==> config.mk <==
export PLATFORM = sky130hd
export DESIGN_NAME = uart_lock_status_tx
export DESIGN_NICKNAME = d
export VERILOG_FILES = /design/src/rtl/uart_lock_status_tx.sv
export SDC_FILE = /design/constraint.sdc
export NUM_CORES = 1
export LEC_CHECK = 0
export CORE_MARGIN = 1.5
export CORE_UTILIZATION = 55
export DETAILED_ROUTE_END_ITERATION = 6
export DONT_BUFFER_PORTS = 1
export PLACE_DENSITY_LB_ADDON = 0.12
export SLEW_MARGIN = 40
export SYNTH_ARGS = -nofsm -noshare
export SYNTH_HDL_FRONTEND = slang
export SYNTH_SLANG_ARGS = --single-unit
==> constraint.sdc <==
create_clock -name clk -period 2.58 [get_ports clk]
set_input_delay 0.129 -clock clk [delete_from_list [all_inputs] [get_ports clk]]
set_output_delay 0.129 -clock clk [all_outputs]
set_load 0.05 [all_outputs]
==> src/rtl/uart_lock_status_tx.sv <==
// Lock status reporter: on a lock_open change or report_req, sends "OPEN\r\n"
// or "CLOSED\r\n" as 8N1 frames on tx_pin. Triggers during a message coalesce.
module uart_lock_status_tx #(
    parameter int CLKS_PER_BIT = 434
) (
    input  logic clk,
    input  logic rst,
    input  logic lock_open,
    input  logic report_req,
    output logic tx_pin,
    output logic tx_busy
);

    localparam int CW = $clog2(CLKS_PER_BIT);
    localparam logic [CW-1:0] CNT_LAST = CW'(CLKS_PER_BIT - 1);
    localparam logic [CW-1:0] CNT_ONE  = CW'(1'b1);

    typedef enum logic [1:0] {
        S_IDLE  = 2'd0,
        S_START = 2'd1,
        S_DATA  = 2'd2,
        S_STOP  = 2'd3
    } state_t;

    function automatic logic [7:0] msg_rom(input logic sel_open, input logic [2:0] idx);
        logic [7:0] b;
        case ({sel_open, idx})
            4'b1_000: b = 8'h4F;
            4'b1_001: b = 8'h50;
            4'b1_010: b = 8'h45;
            4'b1_011: b = 8'h4E;
            4'b1_100: b = 8'h0D;
            4'b1_101: b = 8'h0A;
            4'b0_000: b = 8'h43;
            4'b0_001: b = 8'h4C;
            4'b0_010: b = 8'h4F;
            4'b0_011: b = 8'h53;
            4'b0_100: b = 8'h45;
            4'b0_101: b = 8'h44;
            4'b0_110: b = 8'h0D;
            4'b0_111: b = 8'h0A;
            default:  b = 8'h00;
        endcase
        return b;
    endfunction

    state_t         state_q, state_d;
    logic [CW-1:0]  clk_cnt_q, clk_cnt_d;
    logic [2:0]     bit_idx_q, bit_idx_d;
    logic [2:0]     byte_idx_q, byte_idx_d;
    logic           msg_sel_q, msg_sel_d;
    logic           pending_q, pending_d;
    logic           lock_prev_q;
    logic           tx_pin_q, tx_pin_d;
    logic           tx_busy_q, tx_busy_d;

    logic           trigger_s;
    logic           cnt_done_s;
    logic           last_byte_s;
    logic [7:0]     cur_byte_s;

    assign trigger_s   = (lock_open != lock_prev_q) | report_req;
    assign cnt_done_s  = (clk_cnt_q == CNT_LAST);
    assign last_byte_s = msg_sel_q ? (byte_idx_q == 3'd5) : (byte_idx_q == 3'd7);
    assign cur_byte_s  = msg_rom(msg_sel_q, byte_idx_q);

    // State and datapath registers
    always_ff @(posedge clk or negedge rst) begin
        if (!rst) begin
            state_q     <= S_IDLE;
            clk_cnt_q   <= '0;
            bit_idx_q   <= 3'd0;
            byte_idx_q  <= 3'd0;
            msg_sel_q   <= 1'b0;
            pending_q   <= 1'b0;
            lock_prev_q <= 1'b0;
            tx_pin_q    <= 1'b1;
            tx_busy_q   <= 1'b0;
        end else begin
            state_q     <= state_d;
            clk_cnt_q   <= clk_cnt_d;
            bit_idx_q   <= bit_idx_d;
            byte_idx_q  <= byte_idx_d;
            msg_sel_q   <= msg_sel_d;
            pending_q   <= pending_d;
            lock_prev_q <= lock_open;
            tx_pin_q    <= tx_pin_d;
            tx_busy_q   <= tx_busy_d;
        end
    end

    // Next-state, bit timing and request coalescing
    always_comb begin
        state_d    = state_q;
        clk_cnt_d  = clk_cnt_q;
        bit_idx_d  = bit_idx_q;
        byte_idx_d = byte_idx_q;
        msg_sel_d  = msg_sel_q;
        // A fresh trigger wins over the acceptance that clears pending
        if (trigger_s) begin
            pending_d = 1'b1;
        end else if (state_q == S_IDLE) begin
            pending_d = 1'b0;
        end else begin
            pending_d = pending_q;
        end
        case (state_q)
            S_IDLE: begin
                if (pending_q) begin
                    state_d    = S_START;
                    msg_sel_d  = lock_open;
                    byte_idx_d = 3'd0;
                    bit_idx_d  = 3'd0;
                    clk_cnt_d  = '0;
                end else begin
                    state_d = S_IDLE;
                end
            end
            S_START: begin
                if (cnt_done_s) begin
                    state_d   = S_DATA;
                    clk_cnt_d = '0;
                    bit_idx_d = 3'd0;
                end else begin
                    clk_cnt_d = clk_cnt_q + CNT_ONE;
                end
            end
            S_DATA: begin
                if (cnt_done_s) begin
                    clk_cnt_d = '0;
                    if (bit_idx_q == 3'd7) begin
                        state_d = S_STOP;
                    end else begin
                        bit_idx_d = bit_idx_q + 3'd1;
                    end
                end else begin
                    clk_cnt_d = clk_cnt_q + CNT_ONE;
                end
            end
            S_STOP: begin
                if (cnt_done_s) begin
                    clk_cnt_d = '0;
                    if (last_byte_s) begin
                        state_d = S_IDLE;
                    end else begin
                        byte_idx_d = byte_idx_q + 3'd1;
                        state_d    = S_START;
                    end
                end else begin
                    clk_cnt_d = clk_cnt_q + CNT_ONE;
                end
            end
            default: begin
                state_d = S_IDLE;
            end
        endcase
    end

    // Line level and busy flag, registered so tx_pin never glitches
    always_comb begin
        tx_pin_d  = 1'b1;
        tx_busy_d = 1'b0;
        case (state_q)
            S_IDLE: begin
                tx_pin_d  = 1'b1;
                tx_busy_d = 1'b0;
            end
            S_START: begin
                tx_pin_d  = 1'b0;
                tx_busy_d = 1'b1;
            end
            S_DATA: begin
                tx_pin_d  = cur_byte_s[bit_idx_q];
                tx_busy_d = 1'b1;
            end
            S_STOP: begin
                tx_pin_d  = 1'b1;
                tx_busy_d = 1'b1;
            end
            default: begin
                tx_pin_d  = 1'b1;
                tx_busy_d = 1'b0;
            end
        endcase
    end

    assign tx_pin  = tx_pin_q;
    assign tx_busy = tx_busy_q;

endmodule

Word level (Yosys, flattened, before mapping)

Memory sizes are Yosys's and may differ from the RTL's.
Cells that the tools add are included.

Add/subtract/negate cells: 3
Bitwise operators: 1
Order comparisons: 1
Reductions and logical operators: 10
Eq/ne operators: 15
Mux-type cells: 25

Operators with widths:

| kind                                                                         | count |
|---|---|
| 3-bit two-way mux                                                            | 6 |
| 9-bit two-way mux                                                            | 2 |
| 9-bit one-hot mux with 2 select lines                                        | 1 |
| 2-bit != test, second input constant                                         | 7 |
| 9-bit by 1-bit adder with 9-bit output, second input constant                | 1 |
| 3-bit == test, second input constant                                         | 3 |
| 9-bit == test, second input constant                                         | 1 |
| 3-bit one-hot mux with 3 select lines                                        | 1 |
| 2-bit two-way mux                                                            | 4 |
| 2-bit one-hot mux with 4 select lines                                        | 1 |
| 4-bit AND reduction                                                          | 2 |
| 3-bit by 1-bit adder with 3-bit output, second input constant                | 2 |
| 1-bit two-way mux                                                            | 6 |
| 3-bit one-hot mux with 2 select lines                                        | 1 |
| 5-bit AND reduction                                                          | 1 |
| 2-bit == test, second input constant                                         | 2 |
| 3-bit by 4-bit less-than comparator with 1-bit output, second input constant | 1 |
| 2-bit nonzero test                                                           | 2 |
| 1-bit binary-select mux with 3-bit select                                    | 1 |
| 1-bit one-hot mux with 3 select lines                                        | 1 |
| 3-bit nonzero test                                                           | 1 |
| 3-bit OR reduction                                                           | 1 |
| 2-bit by 1-bit == test with 1-bit output, second input constant              | 1 |
| 2-bit zero test                                                              | 1 |
| other kinds (5)                                                              | 5 |

Memories kept: 1
Memory bits (read-only): 96
Output and inout port bits: 2
Bits in registers: 22
Logic and storage cells: 65
Bits of input ports: 4

Memories:

| name            | words | bits a word | read ports | clocked after memory_dff | write ports | line | source |
|---|---|---|---|---|---|---|---|
| (no name shown) | 16    | 6           | 1          | 0                        | 0           | 27   | `case ({sel_open, idx})` |

Longest topological paths before layout

Depth after elaboration: 5
Mapped depth: 7
Depth with buffers taken out: 6

Worst setup path before layout

No wires, ideal clock.

Kind: register to register
Start point: reg byte_idx_q[1]
End point: reg tx_pin_q, in the netlist tx_pin
Cell stages (with the launch flop): 8
Data required time: 2.517 ns
Setup slack: 0.839 ns
Period minus slack after synthesis: 1.741 ns
Buffers on the path: 1
Arrival: 1.678 ns
Library setup time: 0.063 ns
Path through: dfrtp_1 clkbuf_1 inv_1 ha_1 nor2b_1 a211o_1 o2111ai_1 and4_1

Word-level cells in the longest chain between the ends: 4

RTL lines:

| element                                   | line | source |
|---|---|---|
| from (decl)                               | 50   | `logic [2:0] byte_idx_q, byte_idx_d;` |
| from (signal assigned)                    | 83   | `byte_idx_q <= byte_idx_d;` |
| memory read 16 x 6 bit                    | n/a  |  |
| 1-bit binary-select mux with 3-bit select | 173  | `tx_pin_d = cur_byte_s[bit_idx_q];` |
| 1-bit two-way mux (not written as such)   | 173  |  |
| 1-bit one-hot mux with 3 select lines     | 163  | `case (state_q)` |
| named net tx_pin_d                        | 54   | `logic tx_pin_q, tx_pin_d;` |
| to (signal assigned)                      | 87   | `tx_pin_q <= tx_pin_d;` |
| to (decl)                                 | 54   |  |

The timed path passes the listed nets, and every way through them passes these cells. The select of a mux whose other input is x is not followed.
A chain may end at the register's enable or synchronous reset.

Final worst setup path

Start point: reg state_q[0]
End point: reg bit_idx_q[0]

Word-level cells in the longest chain between the ends: 3
Elaborated cells between the ends (all ways): 10
Classes of those cells: eq/ne (6); mux (1); reduce/logical (3)

RTL lines:

| element                                                       | line | source |
|---|---|---|
| from (decl)                                                   | 47   | `state_t state_q, state_d;` |
| from (signal assigned)                                        | 80   | `state_q <= state_d;` |
| 2-bit == test (tied with other cells)                         | 107  | `case (state_q)` |
| 2-bit != test (no line) or 3-bit nonzero test (tied branches) | n/a  |  |
| 5-bit AND reduction (no line)                                 | n/a  |  |
| to (signal assigned)                                          | 82   | `bit_idx_q <= bit_idx_d;` |
| to (decl)                                                     | 49   | `logic [2:0] bit_idx_q, bit_idx_d;` |

Parallel ways exist; a longest one is shown, timed or not.

==> out/qor.yml <==
path_cells: "inv_1 > ha_1 > nor2_1 > a21oi_2 > a211oi_4 > mux2_4"
grt_max_degree: 23
dr.pass1.iters: 4
regArea_um2: 551.8
place_ws_ns: 0.6942
worst_slack_ns: 0.6969
ant_nets: 0
synth_common_cells: "21 x dfrtp_1, 16 x nand2_1, 15 x ha_1, 14 x inv_1, 8 x o21ai_0"
die_x_um: 55.32
skew_ns: 0.001641
pin_count: 6
synth_top_family_by_area: "simple AND/OR/NAND/NOR gates"
hpwl_um: 2122
grt_pass1_vias: 1077
power_leakage_nw: 0.7010
synthCells: 157
syn_area_per_cell_um2: 9.587
setup_viol: 0
synth_top_area_share: 0.3491
gp_congestion: 0.8104
start_util: 0.5967
cts_sinks: 22
relSlewSlack: 0.6574
core_region_area_um2: 2522
cp-start-kind: "flop"
power_density_nw_per_um2: 976.4
final-hold-violation-count: 0
overflow: 0
worst-path-max-fanout: 6
cts_buffer_depth: 2
rr_worst_depth: 6
drv_slew: 0
fmax_mhz: 531.1
synth_ff_type: "dfrtp_1"
max_stage_delay_ns: 0.41
crit_arrival_ns: 2.10
holdCritPathClass: "in2async"
ys_ff_latch: 22
clkTransAtPathRegs_ns: 0.13
synth_edf_count: 0
vias_per_cell: 5.911
async_reset_ff_frac: 1.000
worst_pin_slew_ns: 0.5139
die_area_um2: 3060
post_cts_buffers: 0
yosysMostFrequentCell: "dfrtp_1"
synth.cell_area_um2: 1505
status: "finished, final reports clean"
vias: 1123
grt_pass1_wl_um: 4947
synth_warnings: 0
yosys-mux-area-fraction: 0.05902
rows: 18
drc: 0
maxCapViolCount: 0
multi_input_area_um2: 879.6
rsz0062_at_grt: "no"
drive_gt1_frac: 0.1063
synthTopCellsByArea: "dfrtp_1 35%, ha_1 12%, nand2_1 4.0%, inv_1 3.5%, xnor2_1 2.9%"
yosysSeqAreaShare: 0.3666
fp.dieH_um: 55.32
drt_iter0_drc: 48
diodes: 0
critical_path_class: "reg2reg"
numCtsBuffers: 3
required_ns: 2.80
crit_slowest_cell: "dfrtp_1"
antenna_found_initial: 0
cts_tree: "built"
period_minus_slack_ns: 1.883
synth_cell_types: 41
synth-adder-area-share: 0.1247
clk_latency_ns: 0.31
syn_to_final_growth_pct: 6.899
synth_compound_area_frac: 0.1596
io_buffers: 0
cp-end-kind: "flop"
ir_worst_vdd_uv: 680.9
clockRootBuffer: "clkbuf_4"
synth_top_cell_by_area: "dfrtp_1"
nets: 180
synthesis.nets: 176
fill_cells: 217
setup-tns-final_ns: 0
track_usage: 0.2066
cts.htree.levels: 1
totalWireLength_um: 2866
yosys.area_share.simple: 0.1945
synth-xor-area-share: 0.04655
finalCritPeriodShare: 0.7299
wl_per_cell_um: 15.08
ff2ff_setup_slack_ns: 0.70
-- path summary, 6_finish.rpt --
check,from,endpoint
setup / recovery,state_q[0],bit_idx_q[0]
hold / removal,rst,clk_cnt_q[4]
setup reg to reg,state_q[0],bit_idx_q[0]
hold reg to reg,lock_prev_q,pending_q
max in group asynchronous,rst,tx_pin
min in group clk,lock_open,lock_prev_q
-- routing by layer --
layer  up-vias  share of wire  GRT usage
li1        559              -          -
met1       526           0.49     0.2803
met2        30           0.45     0.3180
met3         8          0.038    0.05386
met4         0          0.024    0.07666
met5         -              0          0
-- cell usage in the layout, fill, tap and decap left out, types with 3 or more instances in the layout --
| master | Yosys | layout |
|---|---|---|
| dfrtp_1 | 21 | 21 |
| dlygate4sd3_1 | 0 | 3 |
| nand2b_1 | 5 | 5 |
| a31oi_1 | 4 | 4 |
| mux2i_1 | 4 | 4 |
| mux2_2 | 3 | 3 |
| nand3_1 | 3 | 3 |
| nor2_1 | 7 | 7 |
| xnor2_1 | 5 | 5 |
| xor2_1 | 3 | 3 |
| clkbuf_4 | 0 | 3 |
| ha_1 | 15 | 15 |
| nor2b_1 | 5 | 5 |
| o21ai_0 | 8 | 8 |
| a21oi_1 | 6 | 6 |
| nand4_1 | 3 | 3 |
| inv_1 | 14 | 14 |
| nand2_1 | 16 | 16 |
-- registers in the layout, summed over array words and instances, names as in the netlist --
name         cells
pending_q        1
byte_idx_q       3
lock_prev_q      1
msg_sel_q        1
state_q          2
tx_busy          1
bit_idx_q        3
clk_cnt_q        9
tx_pin           1
-- worst max-delay path: cells and delay by family (launching register included) --
kind	cells	cell delay, ns
AND/OR/NAND/NOR	1	0.28
adder cells (fa/ha/maj)	1	0.28
flip-flops	1	0.41
buffers and inverters	1	0.09
multiplexers	1	0.33
AO/OA/AOI/OAI	2	0.39
-- stage by stage --
| step | total power, mW | hold WS, ns | cells | area [um^2] | utilization |
|---|---|---|---|---|---|
| after detailed placement | 1.301 | -0.1657 | 182 | 1521 | 0.6032 |
| after CTS | 1.584 | 0.4208 | 189 | 1604 | 0.6359 |
| final | 1.571 | 0.3120 | 190 | 1609 | 0.6379 |
| after floorplan | 1.154 | -0.1666 | 157 | 1505 | - |
| after global routing | 1.694 | 0.3568 | 190 | 1609 | 0.6379 |
| after global placement | 1.274 | -0.1661 | 182 | 1521 | 0.6032 |
-- what timing repair did --
action                    in CTS  in global routing
hold buffers                   3                  1
gates resized for setup        0                  0
hold endpoints to repair      25                 21
-- report_power, final --
group	switching (mW)	internal, mW	total [mW]
combinational	0.356	0.326	0.682
clock	0.112	0.157	0.270
sequential	0.179	0.441	0.619
-- cell type report --
class / count / share of cell area
flip-flops and latches: 22 / 0.3429
clock buffers: 3 / 0.01400
well taps: 30 / 0.02333
repair buffers: 4 / 0.02177
clock inverters: 1 / 0.01866
inverters: 14 / 0.03266
multi-input cells: 116 / 0.5467
-- cells by family after synthesis --
kind of cell,count (synthesis)
AO/OA/AOI/OAI,33
XOR/XNOR,8
adder cells (fa/ha/maj),15
buffers and inverters,19
flip-flops,22
multiplexers,8
AND/OR/NAND/NOR,52
Note: power is estimated with default switching activity, not from simulation.
